--- config.mk ---
export PLATFORM = sky130hd
export DESIGN_NAME = sprite_engine
export DESIGN_NICKNAME = d
export VERILOG_FILES = /design/src/rtl/sprite_pkg.sv /design/src/rtl/sprite_scan.sv /design/src/rtl/sprite_engine.sv
export SDC_FILE = /design/constraint.sdc
export NUM_CORES = 1
export LEC_CHECK = 0
export ABC_CLOCK_PERIOD_IN_PS = 2400
export CAP_MARGIN = 20
export CELL_PAD_IN_SITES_DETAIL_PLACEMENT = 2
export CELL_PAD_IN_SITES_GLOBAL_PLACEMENT = 2
export CORE_ASPECT_RATIO = 1.5
export CORE_UTILIZATION = 34
export CTS_BUF_LIST = sky130_fd_sc_hd__clkbuf_4 sky130_fd_sc_hd__clkbuf_8
export DETAILED_ROUTE_END_ITERATION = 10
export GPL_TIMING_DRIVEN = 0
export PLACE_DENSITY_LB_ADDON = 0.08
export SETUP_SLACK_MARGIN = 0.1
export SYNTH_ARGS = -nofsm -noshare
export SYNTH_HDL_FRONTEND = slang
export SYNTH_SLANG_ARGS = --single-unit
--- constraint.sdc ---
create_clock -name clk -period 2.4 [get_ports clk]
set_input_delay 0.48 -clock clk [delete_from_list [all_inputs] [get_ports clk]]
set_output_delay 0.48 -clock clk [all_outputs]
set_load 0.03 [all_outputs]
--- src/rtl/sprite_pkg.sv ---
// Shared definitions for the sprite engine: FSM encoding, colours, request bundle
// and the sprite shape.
package sprite_pkg;

    localparam logic [1:0] ST_DRAW   = 2'd0;
    localparam logic [1:0] ST_WAIT   = 2'd1;
    localparam logic [1:0] ST_ERASE  = 2'd2;
    localparam logic [1:0] ST_UPDATE = 2'd3;

    localparam logic [2:0] BLACK = 3'b000;
    localparam logic [2:0] WHITE = 3'b111;
    localparam logic [2:0] RED   = 3'b100;

    typedef struct packed {
        logic left;
        logic right;
        logic fire;
    } req_t;

    // Stem down the centre column, a crossbar on the middle row, a short base on the last row.
    function automatic logic sprite_white(input logic [3:0] c, input logic [3:0] r,
                                          input int w, input int h);
        int  ci;
        int  ri;
        logic on_stem;
        logic on_bar;
        logic on_base;
        ci      = int'(c);
        ri      = int'(r);
        on_stem = (ci == w / 2) && (ri >= 1);
        on_bar  = (ri == h / 2);
        on_base = (ri == h - 1) && (ci + 1 >= w / 2) && (ci <= w / 2 + 1);
        return on_stem || on_bar || on_base;
    endfunction

endpackage

--- src/rtl/sprite_scan.sv ---
// Row-major column/row scan counter shared by the DRAW and ERASE passes.
module sprite_scan
    import sprite_pkg::*;
#(
    parameter int W = 5,
    parameter int H = 5
) (
    input  logic       clk,
    input  logic       reset_n,
    input  logic       en,
    input  logic       clr,
    output logic [3:0] c,
    output logic [3:0] r,
    output logic       last
);

    assign last = (c == 4'(W - 1)) && (r == 4'(H - 1));

    // NOTE: reset_n is sampled only on the clock edge, so it sits inside the clocked branch.
    always_ff @(posedge clk) begin
        if (!reset_n || clr) begin
            // NOTE: non-blocking assignments keep every register update based on pre-edge values.
            c <= '0;
            r <= '0;
        end else if (en) begin
            if (c == 4'(W - 1)) begin
                c <= '0;
                r <= last ? 4'd0 : r + 4'd1;
            end else begin
                c <= c + 4'd1;
            end
        end
    end

endmodule

--- src/rtl/sprite_engine.sv ---
// Draw / wait / erase / update loop for a single sprite moving along a fixed row.
module sprite_engine
    import sprite_pkg::*;
#(
    parameter int SPRITE_W    = 5,
    parameter int SPRITE_H    = 5,
    parameter int WAIT_CYCLES = 26,
    parameter int X_INIT      = 80,
    parameter int X_MAX       = 160,
    parameter int Y_ROW       = 60
) (
    input  logic       clk,
    input  logic       reset_n,
    input  logic       move_left,
    input  logic       move_right,
    input  logic       fire,
    output logic [7:0] x_out,
    output logic [6:0] y_out,
    output logic [2:0] colour,
    output logic       plot,
    output logic [7:0] pos_x,
    output logic       frame_done
);

    localparam logic [7:0] X_LIMIT = 8'(X_MAX - SPRITE_W);

    logic [1:0]  state;
    logic        armed;
    logic [15:0] wait_cnt;
    req_t        req;
    req_t        req_in;
    logic        frame_fire;
    logic [7:0]  next_x;
    logic [3:0]  c;
    logic [3:0]  r;
    logic        scan_last;
    logic        scanning;

    assign req_in   = '{left: move_left, right: move_right, fire: fire};
    assign scanning = (state == ST_DRAW) || (state == ST_ERASE);

    sprite_scan #(.W(SPRITE_W), .H(SPRITE_H)) u_scan (
        .clk     (clk),
        .reset_n (reset_n),
        .en      (armed && scanning),
        .clr     (state == ST_UPDATE),
        .c       (c),
        .r       (r),
        .last    (scan_last)
    );

    always_comb begin
        next_x = pos_x;
        if (req.left && !req.right)
            next_x = (pos_x == 8'd0) ? 8'd0 : pos_x - 8'd1;
        else if (req.right && !req.left)
            next_x = (pos_x >= X_LIMIT) ? X_LIMIT : pos_x + 8'd1;
    end

    // armed holds off the first DRAW pixel for one cycle so the post-reset cycle is blank.
    always_ff @(posedge clk) begin
        if (!reset_n) begin
            state      <= ST_DRAW;
            armed      <= 1'b0;
            wait_cnt   <= '0;
            req        <= '0;
            frame_fire <= 1'b0;
            pos_x      <= 8'(X_INIT);
        end else begin
            armed <= 1'b1;
            // A request landing in UPDATE starts the next frame's set instead of joining this one.
            req   <= (state == ST_UPDATE) ? req_in : (req | req_in);
            case (state)
                ST_DRAW: begin
                    if (armed && scan_last) begin
                        state    <= ST_WAIT;
                        wait_cnt <= '0;
                    end
                end
                ST_WAIT: begin
                    if (wait_cnt == 16'(WAIT_CYCLES - 1))
                        state <= ST_ERASE;
                    else
                        wait_cnt <= wait_cnt + 16'd1;
                end
                ST_ERASE: begin
                    if (scan_last)
                        state <= ST_UPDATE;
                end
                default: begin
                    pos_x      <= next_x;
                    frame_fire <= req.fire;
                    state      <= ST_DRAW;
                end
            endcase
        end
    end

    assign x_out      = pos_x + 8'(c);
    assign y_out      = 7'(Y_ROW) + 7'(r);
    assign plot       = reset_n && armed && scanning;
    assign frame_done = reset_n && (state == ST_UPDATE);

    // NOTE: colour gets a default first so no path through this block can infer a latch.
    always_comb begin
        colour = BLACK;
        if (plot && state == ST_DRAW) begin
            if (frame_fire && r == 4'd0 && c == 4'(SPRITE_W / 2))
                colour = RED;
            else if (sprite_white(c, r, SPRITE_W, SPRITE_H))
                colour = WHITE;
        end
    end

endmodule

Yosys cells after proc, flatten, opt, wreduce, memory -nomap -nowiden --
Cells that the tools add are included.
Word-level totals: bits in latches 0, memory bits (writable) 0, flip-flop bits (word level) 39, logic and storage cells 87, output and inout bits 28, bits in read-only memories 0, memories 0, input port bits 5
Cells by class: bitwise logic cells 2, multipliers 0, reductions and logical operators 31, divide/modulo/power cells 0, shifts and indexed selects 0, equality and inequality tests 14, mux-type cells 18, order comparisons 4, $add $sub $neg 8
Operators by type and width (number):
- 16-bit 2-to-1 mux | 2
- 8-bit 2-to-1 mux | 4
- 16-bit case mux with 2 select lines | 1
- 16-bit by 1-bit adder with 16-bit output, second input constant | 1
- 16-bit by 5-bit == test with 1-bit output, second input constant | 1
- 4-bit by 3-bit == test with 1-bit output, second input constant | 4
- 1-bit logical AND | 14
- 3-bit 2-to-1 mux | 4
- 4-bit by 1-bit adder with 4-bit output, second input constant | 2
- 8-bit by 1-bit adder with 8-bit output, second input constant | 1
- 8-bit by 4-bit adder with 8-bit output | 1
- 8-bit greater-or-equal comparator, second input constant | 1
- 8-bit zero test | 1
- 4-bit 2-to-1 mux | 2
- 8-bit by 1-bit subtractor with 8-bit output, second input constant | 1
- 6-bit by 4-bit adder with 7-bit output, first input constant | 1
- 2-bit 2-to-1 mux | 3
- 2-bit inequality test, second input constant | 3
- 2-bit case mux with 3 select lines | 1
- 3-bit AND reduction | 2
- 4-bit by 1-bit adder with 5-bit output, second input constant | 1
- 5-bit by 2-bit greater-or-equal comparator with 1-bit output, second input constant | 1
- 2-bit == test, second input constant | 2
- 4-bit by 2-bit == test with 1-bit output, second input constant | 1
- other kinds (15) | 22

Depth between registers and ports, before layout --
depth after elaboration 8, gate-level depth with buffers 9, gate-level depth less buffers 8

By module --
From an unflattened synthesis, not the netlist that was laid out.
Unflattened totals: cell total of the unflattened synthesis 360, area total of the unflattened synthesis 2939.1 um2
By module, submodules not included:
- sprite_engine | cells an instance 313, area an instance 2498.6 um2, times used 1, sequential area each 620.6 um2
- sprite_scan | cells an instance 47, area an instance 440.4 um2, times used 1, sequential area each 160.2 um2

Worst setup path before layout --
OpenSTA, ideal clock, no wires.
kind flip-flop to output port, start reg state[0], end out colour[1], data arrival time 2.486 ns, data required time 1.920 ns, stages on the path, launching flop included 8, slack -0.566 ns, cell sequence dfxtp_1 > inv_1 > ha_1 > o21a_1 > and2_1 > nand2_1 > nor3b_1 > buf_4
On the way: longest elaborated chain between the ends 5, elaborated cells on any way between the ends 6
Ends and longest elaborated chain:
- start, declared | line sprite_engine.sv:27 | logic [1:0] state;
- start signal, assigned | line sprite_engine.sv:63 | state <= ST_DRAW;
- start signal, assigned | line sprite_engine.sv:76 | state <= ST_WAIT;
- start signal, assigned | line sprite_engine.sv:82 | state <= ST_ERASE;
- 2-bit == test / 2-bit zero test (equally long branches) | line sprite_engine.sv:40 | assign scanning = (state == ST_DRAW) || (state == ST_ERASE);
- 1-bit logical OR * | line sprite_engine.sv:40
- 1-bit logical AND * | line sprite_engine.sv:101 | assign plot = reset_n && armed && scanning;
- via plot | line sprite_engine.sv:20 | output logic plot,
- 1-bit logical AND * | line sprite_engine.sv:107 | if (plot && state == ST_DRAW) begin
- 3-bit 2-to-1 mux * | line sprite_engine.sv:107
- end, declared | line sprite_engine.sv:19 | output logic [2:0] colour,
Mark *: on every way through the listed nets, which the timed path passes. The rest lies on a longest branch.

Worst setup path after layout --
start reg u_scan.c[1], end out colour[1]
On the way: longest elaborated chain between the ends 8, elaborated cells on any way between the ends 14
Ends and longest elaborated chain:
- start, declared | line sprite_scan.sv:12 | output logic [3:0] c,
- start signal, assigned | line sprite_scan.sv:30 | c <= c + 4'd1;
- 4-bit by 1-bit adder with 5-bit output | line sprite_pkg.sv:32 | on_base = (ri == h - 1) && (ci + 1 >= w / 2) && (ci <= w / 2 + 1);
- 5-bit by 2-bit greater-or-equal comparator with 1-bit output | line sprite_pkg.sv:32
- 1-bit logical AND (2 in a row) | line sprite_pkg.sv:32
- 1-bit logical OR | line sprite_pkg.sv:33 | return on_stem || on_bar || on_base;
- 3-bit 2-to-1 mux | line sprite_engine.sv:110 | else if (sprite_white(c, r, SPRITE_W, SPRITE_H))
- 3-bit 2-to-1 mux * | line sprite_engine.sv:108 | if (frame_fire && r == 4'd0 && c == 4'(SPRITE_W / 2))
- 3-bit 2-to-1 mux * | line sprite_engine.sv:107
Every way passes the cells marked *; elsewhere a longest branch is shown, timed or not.

==> flow_metrics.env <==
export IMPL_syn_avg_cell_area_sq_um=8.21
export IMPL_wl_per_cell_microns=18.0
export IMPL_grt_pass1_wl_microns=13700
export IMPL_tritoncts="done"
export IMPL_finalSetupViolCount=7
export IMPL_synthTopCellsByCount="dfxtp_1, nor2_1, ha_1, inv_1"
export IMPL_die_h_microns=110
export IMPL_grt_overflow_total=0
export IMPL_clk_latency_ns=0.31
export IMPL_core_area_sq_um=7560
export IMPL_grt_pass1_vias=2723
export IMPL_highest_layer="met4"
export IMPL_synth_flop_cell="dfxtp_1"
export IMPL_multiInputGateArea_sq_um=1840
export IMPL_clk_path_buf_depth=2
export IMPL_hpwlAfterDp_microns=6080
export IMPL_pwr_share_seq_pct=48.6
export IMPL_dr_wl_met3_microns=145
export IMPL_grt_total_usage_pct=22.5
export IMPL_critPathMaxFanout=4
export IMPL_startpoint="u_scan.c[1]$_SDFFE_PP0P_"
export IMPL_ir_drop_mv=0.221
export IMPL_cp_start_kind="flop"
export IMPL_wirelength_microns=8580
export IMPL_synthArstFlopShare_pct=0
export IMPL_drcViolationCount=0
export IMPL_crit_type="reg2out"
export IMPL_grt_max_degree=12
export IMPL_max_freq_ghz=0.385
export IMPL_syn_inst=322
export IMPL_rr_startpoint="pos_x[0]$_SDFFE_PN0P_"
export IMPL_drtIter0Drc=84
export IMPL_synth_largest_area_cell="dfxtp_1"
export IMPL_setup_slack_ns=-0.196
export IMPL_numCtsBuffers=5
export IMPL_max_stage_delay_ns=0.37
export IMPL_synth_seq_cells=39
export IMPL_ff2ff_setup_slack_ns=0.30
export IMPL_ys_seq_area_share_pct=29.5
export IMPL_switching_power_uw=334
export IMPL_fin_util_pct=46.1
export IMPL_cts_sinks=39
export IMPL_nets=405
export IMPL_hold_start="u_scan.r[3]$_SDFFE_PP0P_"
export IMPL_finClkSkew_ns=0.00737
export IMPL_num_fill_cells=853
export IMPL_powerDensity_nw_per_um2=390
export IMPL_status="finished with violations"
export IMPL_synth_edf_count=0
export IMPL_max_slew_margin_pct=56.2
export IMPL_tightest_slew_ns=0.652
export IMPL_swShare_pct=24.6
export IMPL_die_w_microns=74.0
export IMPL_hold_viol=0
export IMPL_regArea_sq_um=801
export IMPL_drive_gt1_share_pct=22.2
export IMPL_yosysTopAreaCellShare_pct=29.5
export IMPL_pwr_share_clk_pct=41.7
export IMPL_syn_to_final_growth_pct=31.8
export IMPL_die_area_sq_um=8140
export IMPL_violations="negative setup slack"
export IMPL_vias_per_cell=5.33
export IMPL_final_cells=476
export IMPL_rsz0062_at_grt="yes"
export IMPL_synth_net_count=353
export IMPL_syn_area_sq_um=2650
export IMPL_critPathMostFrequentCell="buf_6"
export IMPL_met2_length_microns=5060
export IMPL_firstDrtPassIters=4
export IMPL_ctsHtreeMaxLevel=2
export IMPL_gp_congestion=0.780
export IMPL_yosysWarnings=0
export IMPL_min_path_type="reg2reg"
export IMPL_initial_core_util_pct=35.0
export IMPL_crit_path_end_kind="output port"
export IMPL_ant_nets=0
export IMPL_ys_types=53
export IMPL_rows=39
export IMPL_period_share_pct=108
export IMPL_portBuffers=32
export IMPL_worst_ep_required_time_ns=1.92
export IMPL_synth_area_top_cells="dfxtp_1, ha_1, xnor2_1"
export IMPL_leakage_uw=0.00132
export IMPL_max_cap_viol_count=0
export IMPL_antenna_found_initial=0
export IMPL_met1_length_microns=3230
export IMPL_comb_power_share_pct=9.7
export IMPL_clk_pin_slew_ns=0.08
export IMPL_drv_slew=0
export IMPL_n_antenna_cell=0
export IMPL_critical_path_cell_chain="clkinvlp_4 -> buf_6 -> ha_4 -> o311a_1 -> a21oi_2 -> o31ai_2 -> nor3b_4 -> buf_6 -> buf_6"
export IMPL_io_pins=33
export IMPL_internal_power_uw=1030
export IMPL_yosysMostFrequentCell="dfxtp_1"
export IMPL_dp_cells=456
export IMPL_clock_root_buffer="clkbuf_8"
export IMPL_slowest_stage="dfxtp_4"
export IMPL_vias=2537
export IMPL_place_ws_ns=-0.865
export IMPL_period_needed_ns=2.60
export IMPL_crit_arrival_ns=2.12
## metal layers
| layer | GRT usage [%] | vias up |
|---|---|---|
| met5 | 0 | - |
| met4 | 9.07 | 0 |
| met3 | 3.27 | 9 |
| met2 | 45.5 | 23 |
| met1 | 21.9 | 1267 |
| li1 | - | 1238 |
## path summary, 6_finish.rpt
path | cells past startpoint | to
setup / recovery | 9 | colour[1]
hold / removal | 2 | u_scan.r[3]$_SDFFE_PP0P_
setup reg to reg | 8 | pos_x[5]$_SDFFE_PN0P_
hold reg to reg | 2 | u_scan.r[3]$_SDFFE_PP0P_
## area by class of cell
type / count / area share [%]
multi-input combinational: 247 / 52.8
sequential: 39 / 23.0
inverter: 21 / 2.44
clock inverter: 1 / 0.861
tap: 102 / 3.66
timing repair buffer: 45 / 12.1
clock buffer: 6 / 2.19
buffer: 15 / 2.94
## flip-flops by register name (all words and copies together), names as in the netlist
name,cells
armed,1
frame_fire,1
pos_x,8
req,3
state,2
u_scan.c,4
u_scan.r,4
wait_cnt,16
## timing repair
item / 4_1_cts / 5_1_grt
endpoints found under the setup margin: 22 / 24
hold buffers: 0 / 0
buffers inserted: 11 / 3
pin swaps: 9 / 14
resized for setup: 96 / 19
## layout by cell type (no fill, tap or decap), types with 3 or more instances in the layout
cell type / Yosys / layout
xor2_1: 6 / 6
nor4_1: 5 / 5
a21oi_1: 19 / 17
dfxtp_1: 39 / 31
nor2b_1: 10 / 8
clkbuf_1: 7 / 5
ha_4: 0 / 5
dfxtp_2: 0 / 4
o21a_1: 5 / 4
inv_1: 21 / 17
ha_1: 25 / 18
clkbuf_8: 0 / 6
o21ai_1: 2 / 3
clkdlybuf4s50_1: 0 / 18
and2_1: 4 / 3
nand3_1: 15 / 15
nand2b_1: 6 / 6
nor4b_1: 3 / 3
nor3_1: 9 / 9
nand2_1: 19 / 19
nand4_1: 9 / 9
or4_1: 3 / 3
o21ai_2: 1 / 3
o21ai_0: 15 / 12
buf_6: 1 / 10
nor2_1: 31 / 29
buf_4: 4 / 17
mux2i_1: 7 / 7
xnor2_1: 16 / 14
dfxtp_4: 0 / 4
## power by group through the flow
| stage | sequential, uW | clock (uW) | combinational, uW |
|---|---|---|---|
| floorplan | 676 | 0 | 63.3 |
| global placement | 678 | 0 | 96.1 |
| detailed placement | 679 | 0 | 99.1 |
| CTS | 660 | 586 | 119 |
| global route | 662 | 605 | 143 |
| finish | 661 | 566 | 132 |
## logic make-up (layout without fill, tap and decap cells)
group	count (synthesis)	count (layout)	synth area share, %
adder cells (fa/ha/maj)	26	26	12.6
XOR/XNOR	22	22	7.28
buffers and inverters	36	88	6.10
AO/OA/AOI/OAI	64	64	15.8
AND/OR/NAND/NOR	128	128	26.0
flip-flops	39	39	29.5
multiplexers	7	7	2.65
## metrics by stage
stage	TNS [ns]	instance area, sq um	hold slack (ns)	total power [uW]
CTS	-0.770	3430	0.486	1370
finish	-0.764	3490	0.486	1360
global route	-1.47	3490	0.503	1410
global placement	-3.68	3140	0.459	774
detailed placement	-3.89	3140	0.477	778
floorplan	0	2690	0.450	739
## worst max-delay path, delay by kind of cell, from the launching register on
family                   cells  cell delay [ns]
flip-flops                   1             0.37
AO/OA/AOI/OAI                3             0.54
buffers and inverters        4             0.58
AND/OR/NAND/NOR              1             0.17
adder cells (fa/ha/maj)      1             0.14
(Power assumes the default switching activity.)
